File: config.mk
export PLATFORM = sky130hd
export DESIGN_NAME = display_mmio_regs
export DESIGN_NICKNAME = d
export VERILOG_FILES = /design/src/rtl/display_mmio_regs.sv
export SDC_FILE = /design/constraint.sdc
export NUM_CORES = 1
export LEC_CHECK = 0
export CELL_PAD_IN_SITES_DETAIL_PLACEMENT = 1
export CELL_PAD_IN_SITES_GLOBAL_PLACEMENT = 1
export CORE_ASPECT_RATIO = 0.8
export CORE_MARGIN = 5
export CORE_UTILIZATION = 30
export CTS_CLUSTER_DIAMETER = 100
export CTS_CLUSTER_SIZE = 24
export DETAILED_ROUTE_END_ITERATION = 10
export PLACE_DENSITY = 0.6
export SETUP_SLACK_MARGIN = 0.5
export SYNTH_ARGS = -nofsm -noshare
export SYNTH_HDL_FRONTEND = slang
export SYNTH_SLANG_ARGS = --single-unit
File: constraint.sdc
create_clock -name clk -period 2.92 [get_ports clk]
set_clock_uncertainty 0.05 [all_clocks]
set_input_delay 0.584 -clock clk [delete_from_list [all_inputs] [get_ports clk]]
set_output_delay 0.584 -clock clk [all_outputs]
set_load 0.01 [all_outputs]
File: src/rtl/display_mmio_regs.sv
// Memory-mapped register block for the 8-digit seven-segment display.
// Provides DATA/CTRL/STATUS registers, a freezable display shadow,
// a blink prescaler and a 16-bit DATA write counter.
module display_mmio_regs #(
    parameter logic [31:0] BASE_ADDR = 32'h8000_0000,
    parameter int unsigned BLINK_DIV = 25_000_000
) (
    input  logic        clk,
    input  logic        rst_n,
    input  logic [31:0] addr,
    input  logic        we,
    input  logic [3:0]  wbe,
    input  logic [31:0] wdata,
    output logic [31:0] rdata,
    output logic [31:0] data_to_display,
    output logic [7:0]  blank_mask
);

    localparam int unsigned CNT_W = (BLINK_DIV >= 2) ? $clog2(BLINK_DIV) : 1;
    localparam logic [CNT_W-1:0] CNT_LAST = CNT_W'(BLINK_DIV - 1);

    typedef enum logic [1:0] {
        REG_DATA   = 2'd0,
        REG_CTRL   = 2'd1,
        REG_STATUS = 2'd2,
        REG_RSVD   = 2'd3
    } reg_off_t;

    logic [31:0]      data_reg;
    logic             blink_en;
    logic             blank_force;
    logic             freeze;
    logic [7:0]       digit_mask;
    logic [CNT_W-1:0] blink_cnt;
    logic             blink_phase;
    logic [15:0]      wr_count;

    logic             sel;
    reg_off_t         off;
    logic             wr_data;
    logic             wr_ctrl;
    logic             blink_en_next;
    logic             blink_run;
    logic [31:0]      ctrl_word;
    logic [31:0]      status_word;
    logic             unused_addr_bits;

    assign sel     = (addr[31:4] == BASE_ADDR[31:4]);
    assign off     = reg_off_t'(addr[3:2]);
    assign wr_data = sel & we & (off == REG_DATA);
    assign wr_ctrl = sel & we & (off == REG_CTRL);

    assign unused_addr_bits = ^addr[1:0];

    // The prescaler only advances when blink_en is set both before and after
    // this edge: a same-edge clear beats the terminal-count toggle, and a
    // fresh enable spends its first edge at count 0.
    assign blink_en_next = (wr_ctrl & wbe[0]) ? wdata[0] : blink_en;
    assign blink_run     = blink_en & blink_en_next;

    assign ctrl_word   = {16'h0000, digit_mask, 5'b00000, freeze, blank_force, blink_en};
    assign status_word = {wr_count, 15'h0000, blink_phase};

    // DATA register with byte enables and the DATA write counter
    always_ff @(posedge clk or negedge rst_n) begin
        if (!rst_n) begin
            data_reg <= '0;
            wr_count <= '0;
        end else if (wr_data) begin
            for (int unsigned i = 0; i < 4; i++) begin
                if (wbe[i]) begin
                    data_reg[8*i +: 8] <= wdata[8*i +: 8];
                end
            end
            if (wbe != '0) begin
                wr_count <= wr_count + 16'd1;
            end
        end
    end

    // CTRL register fields; reserved bits are simply not stored
    always_ff @(posedge clk or negedge rst_n) begin
        if (!rst_n) begin
            blink_en    <= 1'b0;
            blank_force <= 1'b0;
            freeze      <= 1'b0;
            digit_mask  <= '0;
        end else if (wr_ctrl) begin
            if (wbe[0]) begin
                blink_en    <= wdata[0];
                blank_force <= wdata[1];
                freeze      <= wdata[2];
            end
            if (wbe[1]) begin
                digit_mask <= wdata[15:8];
            end
        end
    end

    // Display shadow follows DATA one edge late unless frozen
    always_ff @(posedge clk or negedge rst_n) begin
        if (!rst_n) begin
            data_to_display <= '0;
        end else if (!freeze) begin
            data_to_display <= data_reg;
        end
    end

    // Blink prescaler and phase toggle
    always_ff @(posedge clk or negedge rst_n) begin
        if (!rst_n) begin
            blink_cnt   <= '0;
            blink_phase <= 1'b0;
        end else if (!blink_run) begin
            blink_cnt   <= '0;
            blink_phase <= 1'b0;
        end else if (blink_cnt == CNT_LAST) begin
            blink_cnt   <= '0;
            blink_phase <= ~blink_phase;
        end else begin
            blink_cnt <= blink_cnt + CNT_W'(1);
        end
    end

    // Registered per-digit blank mask from current register state
    always_ff @(posedge clk or negedge rst_n) begin
        if (!rst_n) begin
            blank_mask <= '0;
        end else begin
            blank_mask <= digit_mask & ({8{blank_force}} | {8{blink_en & blink_phase}});
        end
    end

    // Combinational read mux
    always_comb begin
        rdata = '0;
        if (sel) begin
            case (off)
                REG_DATA:   rdata = data_reg;
                REG_CTRL:   rdata = ctrl_word;
                REG_STATUS: rdata = status_word;
                default:    rdata = '0;
            endcase
        end
    end

endmodule

==> results.md, run 1 <==
- Status: finished, final reports clean
- Yosys top cell by area: dfrtp_1
- Final setup fails: 0
- Hold-fix buffers, CTS: 0
- Comb power frac: 5.0%
- CTS clock-pin slew for the worst setup and hold paths: roughly 60 ps
- Post-Synth Adder-Cell Area: less than 1%
- Register area share after synthesis: 53.1%
- FILL cells: approximately 2.0k
- Grt ovf: 0
- Static Leakage: 3.99 nW
- RSZ-0062 raised after global routing: true
- Synthesized net count: roughly 560
- RR Startpoint: blink_cnt[0]
- Area share of xor/xnor cells in the synthesized design: 3.86%
- CTS tree: yes
- CP Launch Point: addr[23]
- Antenna viol nets, final: 0
- Synth unique cells: between 40 and 50
- Root Buffer: clkbuf_16
- Part of the power in the clock network: approximately 52%
- Busiest grt layer: met2
- Multiplexer share of the synthesized area: around 17%
- First-pass GRT wire length: a little under 30,000 um
- Startpoint types: input port
- Placed Instances: approximately 900
- Final std cells w/o fill: about 940
- Detailed Route WL: around 18,000 um
- Number of antenna violations at the first check in global routing: 1
- Initial DRT Pass Iterations: 4
- Nets@finish: about 750
- Vias in the first global route: 5,119
- Synthesized flop and latch total: 125
- CP Max Fanout: 5
- Met3 usage: 4.73%
- Async SR Flop Fraction: between 90% and 100%
- DP Area: 8120 sq um
- Total number of vias: 4,683
- Int Power: 3.10 mW
- CP arrival: 2080 ps
- Fmax: roughly 0.37 GHz
- Final hold vios: 0
- Total chip power: roughly 4.0 mW
- Most frequent cell after synthesis: dfrtp_1
- Die X: about 170 um
- Wire length per cell: approximately 19 um
- Maximum root-to-sink buffer count: 2
- Layout Area Growth over Synthesis: 52.2%
- Rows: 45
- Sequential cell area: 3130 sq um
- Hold crit path type: in -> async
- Power Density: around 450 nW/um^2
- Max-Cap Viols: 0
- Net Switching: about 0.93 mW
- Max IR drop VDD: around 290 uV
- Synthesized area per cell: between 10 and 15 sq um
- Via density: approximately 5
- Clock buffer count from CTS: 17
- Die area: between 20,000 and 25,000 sq um
- Simple-Gate Fraction of Synth Area: between 10% and 20%
- GPL Wtd Cong: between 0.7 and 0.8
- Starting Density: between 30% and 40%
- Iter 0 DRT Violations: approximately 180
- CTS H-tree depth: 4
- CP Class: in -> out
- GRT Total Usage: between 15 and 20%
- Most frequently used flop master after synthesis: dfrtp_1
- Largest net degree at the start of global routing: 53
- Share of the synthesized area in the top cell type: roughly 53%
- Die Y: roughly 140 um
- Post-synth top cells: dfrtp_1, mux2_2, nor3_1, xor2_1, nand3_1
- Synth area leaders: dfrtp_1, mux2_2, nor3_1, xor2_1, mux2i_1
- Tmin final: 2720 ps
- Crit end category: output pin
- Port Buffers: 140
- Share of cells above drive strength 1: 41.4%
- IO Count: approximately 140
- Post-Synthesis Cells: a little under 500
- Switch share: 23.1%
- CP required: approximately 2300 ps
- # clock sinks: 125
- Mapped Area: 5890 sq um
- Final Cell Area: approximately 9000 sq um
- Register share of total power: 42.9%
- Slew Limit Fails: 0
- Synth Area in Compound Gates: between 5 and 6%
- Core area: ~19,000 sq um
- Clock Latency Late Sink: roughly 420 ps
- Max-slew headroom: 42.9%
- Tcrit/Tclk final: between 90% and 100%
- M2 GR Usage: between 20% and 30%
- YS warnings: 0
- Detail Placement HPWL: approximately 13,000 um
- Least-Margin Pin Slew: ~860 ps
- Multi-input logic area: roughly 3000 sq um
- EDFF count, synth: 0
- Met1 Resource Use GR: between 20% and 30%
- DRC: 0
- Largest family of logic cells by synthesized area: multiplexers
==> logic make-up (layout without fill, tap and decap cells) <==
group	Yosys count	after routing
other cells	0	1
buf+inv	34	235
flops	125	125
simple gates	163	164
fa+ha+maj	2	2
xor+xnor	26	26
mux	93	93
compound gates	39	39
==> power groups by stage <==
stage | Sequential (mW) | Combinational (mW) | Clock [mW]
floorplan | 1.76 | 0.0356 | 0
global placement | 1.76 | 0.202 | 0
detailed placement | 1.76 | 0.205 | 0
finish | 1.73 | 0.202 | 2.10
global route | 1.73 | 0.220 | 2.23
CTS | 1.73 | 0.206 | 2.16
==> metal layers <==
metal	part of all wire, %	wire length, um	vias to the layer above
met5	0.039	7	-
met4	1.0	182	2
met3	4.6	836	16
met2	44	8030	116
met1	50	9100	2365
li1	-	-	2184
==> repair_timing <==
action                                  in CTS  in global routing
resized for setup                          282                 11
gates cloned                                 3                  0
endpoints found under the setup margin      98                 32
setup buffers                               15                  6
pin swaps                                   20                 15
==> final cells by class <==
type / instances / area share, %
Multi-Input combinational cell: 324 / 33.6
Antenna cell: 1 / 0.0279
Inverter: 9 / 0.376
Tap cell: 258 / 3.60
Sequential cell: 125 / 34.9
Timing Repair Buffer: 195 / 21.0
Clock inverter: 14 / 1.80
Clock buffer: 17 / 4.74
==> path summary, 6_finish.rpt <==
| path | endpoint | slack, ps | depth (start not counted) |
|---|---|---|---|
| worst max-delay path | rdata[1] | 200 | 9 |
| worst min-delay path | data_to_display[25] | 20 | 1 |
| worst max register to register | blink_cnt[22] | 710 | 5 |
| worst min register to register | wr_count[15] | 420 | 1 |
| max in group asynchronous | data_to_display[17] | 2080 | 2 |
| min in group clk | wr_count[15] | 420 | 1 |
==> metrics by stage <==
stage          hold WS, ps  TNS (ps)  setup WS (ps)  utilization (%)
5_1_grt               32.4         0            122             46.9
4_1_cts               20.2         0            155             46.3
3_5_place_dp           418    -16440           -528             42.4
3_3_place_gp           415    -15120           -517             42.4
6_report              22.9         0            202             46.9
2_1_floorplan          238         0            468                -
==> worst max-delay path, stage by stage <==
cell     delay, ps
buf_6          100
nor4_4         310
nand3_2        180
or2_4          350
buf_6          130
buf_12         120
buf_16         130
nor2_4          80
buf_6          100
==> cells in the final DEF (no fill, tap or decap), drive strengths merged, types with 6 or more instances in the layout <==
master / instances
a22oi: 10
clkbuf: 17
dfrtp: 125
nor4: 16
or3: 8
clkdlybuf4s15: 7
mux2: 76
nor3: 43
o21ai: 8
nor2: 14
nand4: 13
nor2b: 9
a211oi: 12
clkdlybuf4s50: 77
nand2: 12
xor2: 20
buf: 109
inv: 15
or4: 9
and3: 8
mux2i: 17
nand3: 19
xnor2: 6
Note: power is estimated with default switching activity, not from simulation.
==> run 2: changes to the inputs <==
--- a/config.mk
+++ b/config.mk
@@ -15,6 +15,7 @@
 export DETAILED_ROUTE_END_ITERATION = 10
 export PLACE_DENSITY = 0.6
 export SETUP_SLACK_MARGIN = 0.5
+export SLEW_MARGIN = 20
 export SYNTH_ARGS = -nofsm -noshare
 export SYNTH_HDL_FRONTEND = slang
 export SYNTH_SLANG_ARGS = --single-unit
==> constraint.sdc (replaced) <==
create_clock -name clk -period 3.3 [get_ports clk]
set_clock_uncertainty 0.05 [all_clocks]
set_input_delay 0.66 -clock clk [delete_from_list [all_inputs] [get_ports clk]]
set_output_delay 0.66 -clock clk [all_outputs]
set_load 0.01 [all_outputs]
==> results.md, run 2 (synthesized netlist as in run 1, its figures left out) <==
- Number of antenna violations at the first check in global routing: 0 (was 1)
- Final setup fails: 0 (unchanged)
- Max-Cap Viols: 0 (unchanged)
- Static Leakage: 4.11 nW (was 3.99 nW)
- Max-slew headroom: 40.6% (was 42.9%)
- CTS tree: yes (unchanged)
- Detail Placement HPWL: 12,700 um (was 12,900 um)
- Initial DRT Pass Iterations: 4 (unchanged)
- Status: finished, final reports clean (unchanged)
- Tcrit/Tclk final: 87.4%
- Grt ovf: 0 (unchanged)
- Share of cells above drive strength 1: 41.7% (was 41.4%)
- Antenna viol nets, final: 0 (unchanged)
- Clock buffer count from CTS: 17 (unchanged)
- Die X: 167 um (unchanged)
- GPL Wtd Cong: 0.780 (was 0.767)
- Rows: 45 (unchanged)
- Worst hold margin: 245 ps (was 22.9 ps)
- CTS clock-pin slew for the worst setup and hold paths: 60 ps (about the same)
- Placed Instances: 884 (was 887)
- Hold crit path type: in -> async (unchanged)
- RR Startpoint: blink_cnt[0] (unchanged)
- Wire length per cell: 19.7 um (was 19.3 um)
- Startpoint types: input port (unchanged)
- Worst R2R End: blink_cnt[18] (was blink_cnt[22])
- Detailed Route WL: 18,800 um (was 18,200 um)
- Root Buffer: clkbuf_16 (unchanged)
- R2R setup slack: 1020 ps (was 710 ps)
- RSZ-0062 raised after global routing: true (unchanged)
- Core area: 19,100 sq um (unchanged)
- Total chip power: 3.67 mW (was 4.04 mW)
- Least-Margin Pin Slew: 891 ps (was 857 ps)
- Clock Latency Late Sink: 420 ps (about the same)
- Vias in the first global route: 5,302 (was 5,119)
- Maximum root-to-sink buffer count: 2 (unchanged)
- Crit end category: output pin (unchanged)
- Starting Density: 30.8% (unchanged)
- Core Util, Final: 47.4% (was 46.9%)
- CP Launch Point: addr[17] (was addr[23])
- DRC: 0 (unchanged)
- Layout Area Growth over Synthesis: 54.0% (was 52.2%)
- Total number of vias: 4,774 (was 4,683)
- Max IR drop VDD: 334 uV (was 291 uV)
- Count of inserted antenna diode cells: 0 (was 1)
- Commonest non-fill, non-tap cell in the layout: dfrtp_1 (unchanged)
- Final hold vios: 0 (unchanged)
- CP arrival: 2170 ps (was 2080 ps)
- Setup crit end: rdata[9] (was rdata[1])
- Fmax: between 0.3 and 0.4 GHz
- CP Class: in -> out (unchanged)
- CP Max Fanout: 5 (unchanged)
- Tmin final: ~2900 ps
- CTS H-tree depth: 4 (unchanged)
- Port Buffers: 140 (unchanged)
- Reg2Reg Depth: 5 (unchanged)
- Power Density: 404 nW/um^2 (was 450 nW/um^2)
- FILL cells: 2,004 (was 1,985)
- Final std cells w/o fill: 956 (was 943)
- IO Count: 143 (unchanged)
- GRT Total Usage: 16.8% (was 16.9%)
- Via density: 4.99 (was 4.97)
- CP required: 2590 ps (was 2290 ps)
- Largest net degree at the start of global routing: 55 (was 53)
- Nets@finish: 758 (was 745)
- Slew Limit Fails: 0 (unchanged)
- Iter 0 DRT Violations: 154 (was 184)
- First-pass GRT wire length: 29,900 um (was 29,700 um)
- Most frequent cells in the layout: dfrtp_1, clkdlybuf4s50_1, mux2_2 (unchanged)
- Die Y: 135 um (unchanged)
- # clock sinks: 125 (unchanged)
- Die area: 22,600 sq um (unchanged)
[run 2: layout make-up]
type	count	area, sq um	area share (%)
inverters	9	33.8	0.372
clock buffers	19	453	4.99
clock inverters	13	164	1.81
multi-input cells	324	3010	33.1
well taps	258	323	3.56
repair buffers	208	1970	21.7
flip-flops and latches	125	3130	34.5
[run 2: how the worst min path moves through the flow]
| stage | to | slack, ps | from | cells past startpoint |
|---|---|---|---|---|
| after floorplan | blank_force | 310 | rst_n | 0 |
| after global placement | wr_count[15] | 410 | wr_count[15] | 1 |
| after detailed placement | wr_count[15] | 410 | wr_count[15] | 1 |
| after CTS | wr_count[3] | 260 | rst_n | 1 |
| after global routing | data_reg[18] | 300 | rst_n | 1 |
| final | data_reg[18] | 240 | rst_n | 1 |
[run 2: metal layers]
| metal | up-vias | global-route usage [%] | wire length, um |
|---|---|---|---|
| li1 | 2214 | - | - |
| met1 | 2443 | 21.6 | 8460 |
| met2 | 96 | 28.0 | 9320 |
| met3 | 21 | 4.29 | 727 |
| met4 | 0 | 5.45 | 309 |
| met5 | - | 0 | 0 |
[run 2: power by group]
part | leakage (nW) | switching (mW) | internal (mW)
logic | 2.08 | 0.0942 | 0.0909
registers | 1.74 | 0.0000000129 | 1.53
clock network | 0.288 | 0.723 | 1.23
total | 4.11 | 0.817 | 2.85
[run 2: critical path, cell delays in order]
cell	delay, ps
buf_2	110
nor4_4	340
nand4_4	180
or2_4	330
buf_6	150
clkbuf_16	160
nor2_2	100
buf_2	130
[run 2: what timing repair did]
action                                  CTS  global route
setup buffers                            30             7
cloned                                    1             2
pin swaps                                17            25
hold buffers                              0             0
resized for setup                       252            57
endpoints found under the setup margin   32            65
[run 2: through the flow]
step	TNS, ps	worst slack, ps	instance area [sq um]
2_1_floorplan	0	502	6050
3_3_place_gp	-10290	-379	7930
3_5_place_dp	-10300	-390	7930
4_1_cts	0	449	8730
5_1_grt	0	347	9080
6_report	0	417	9080
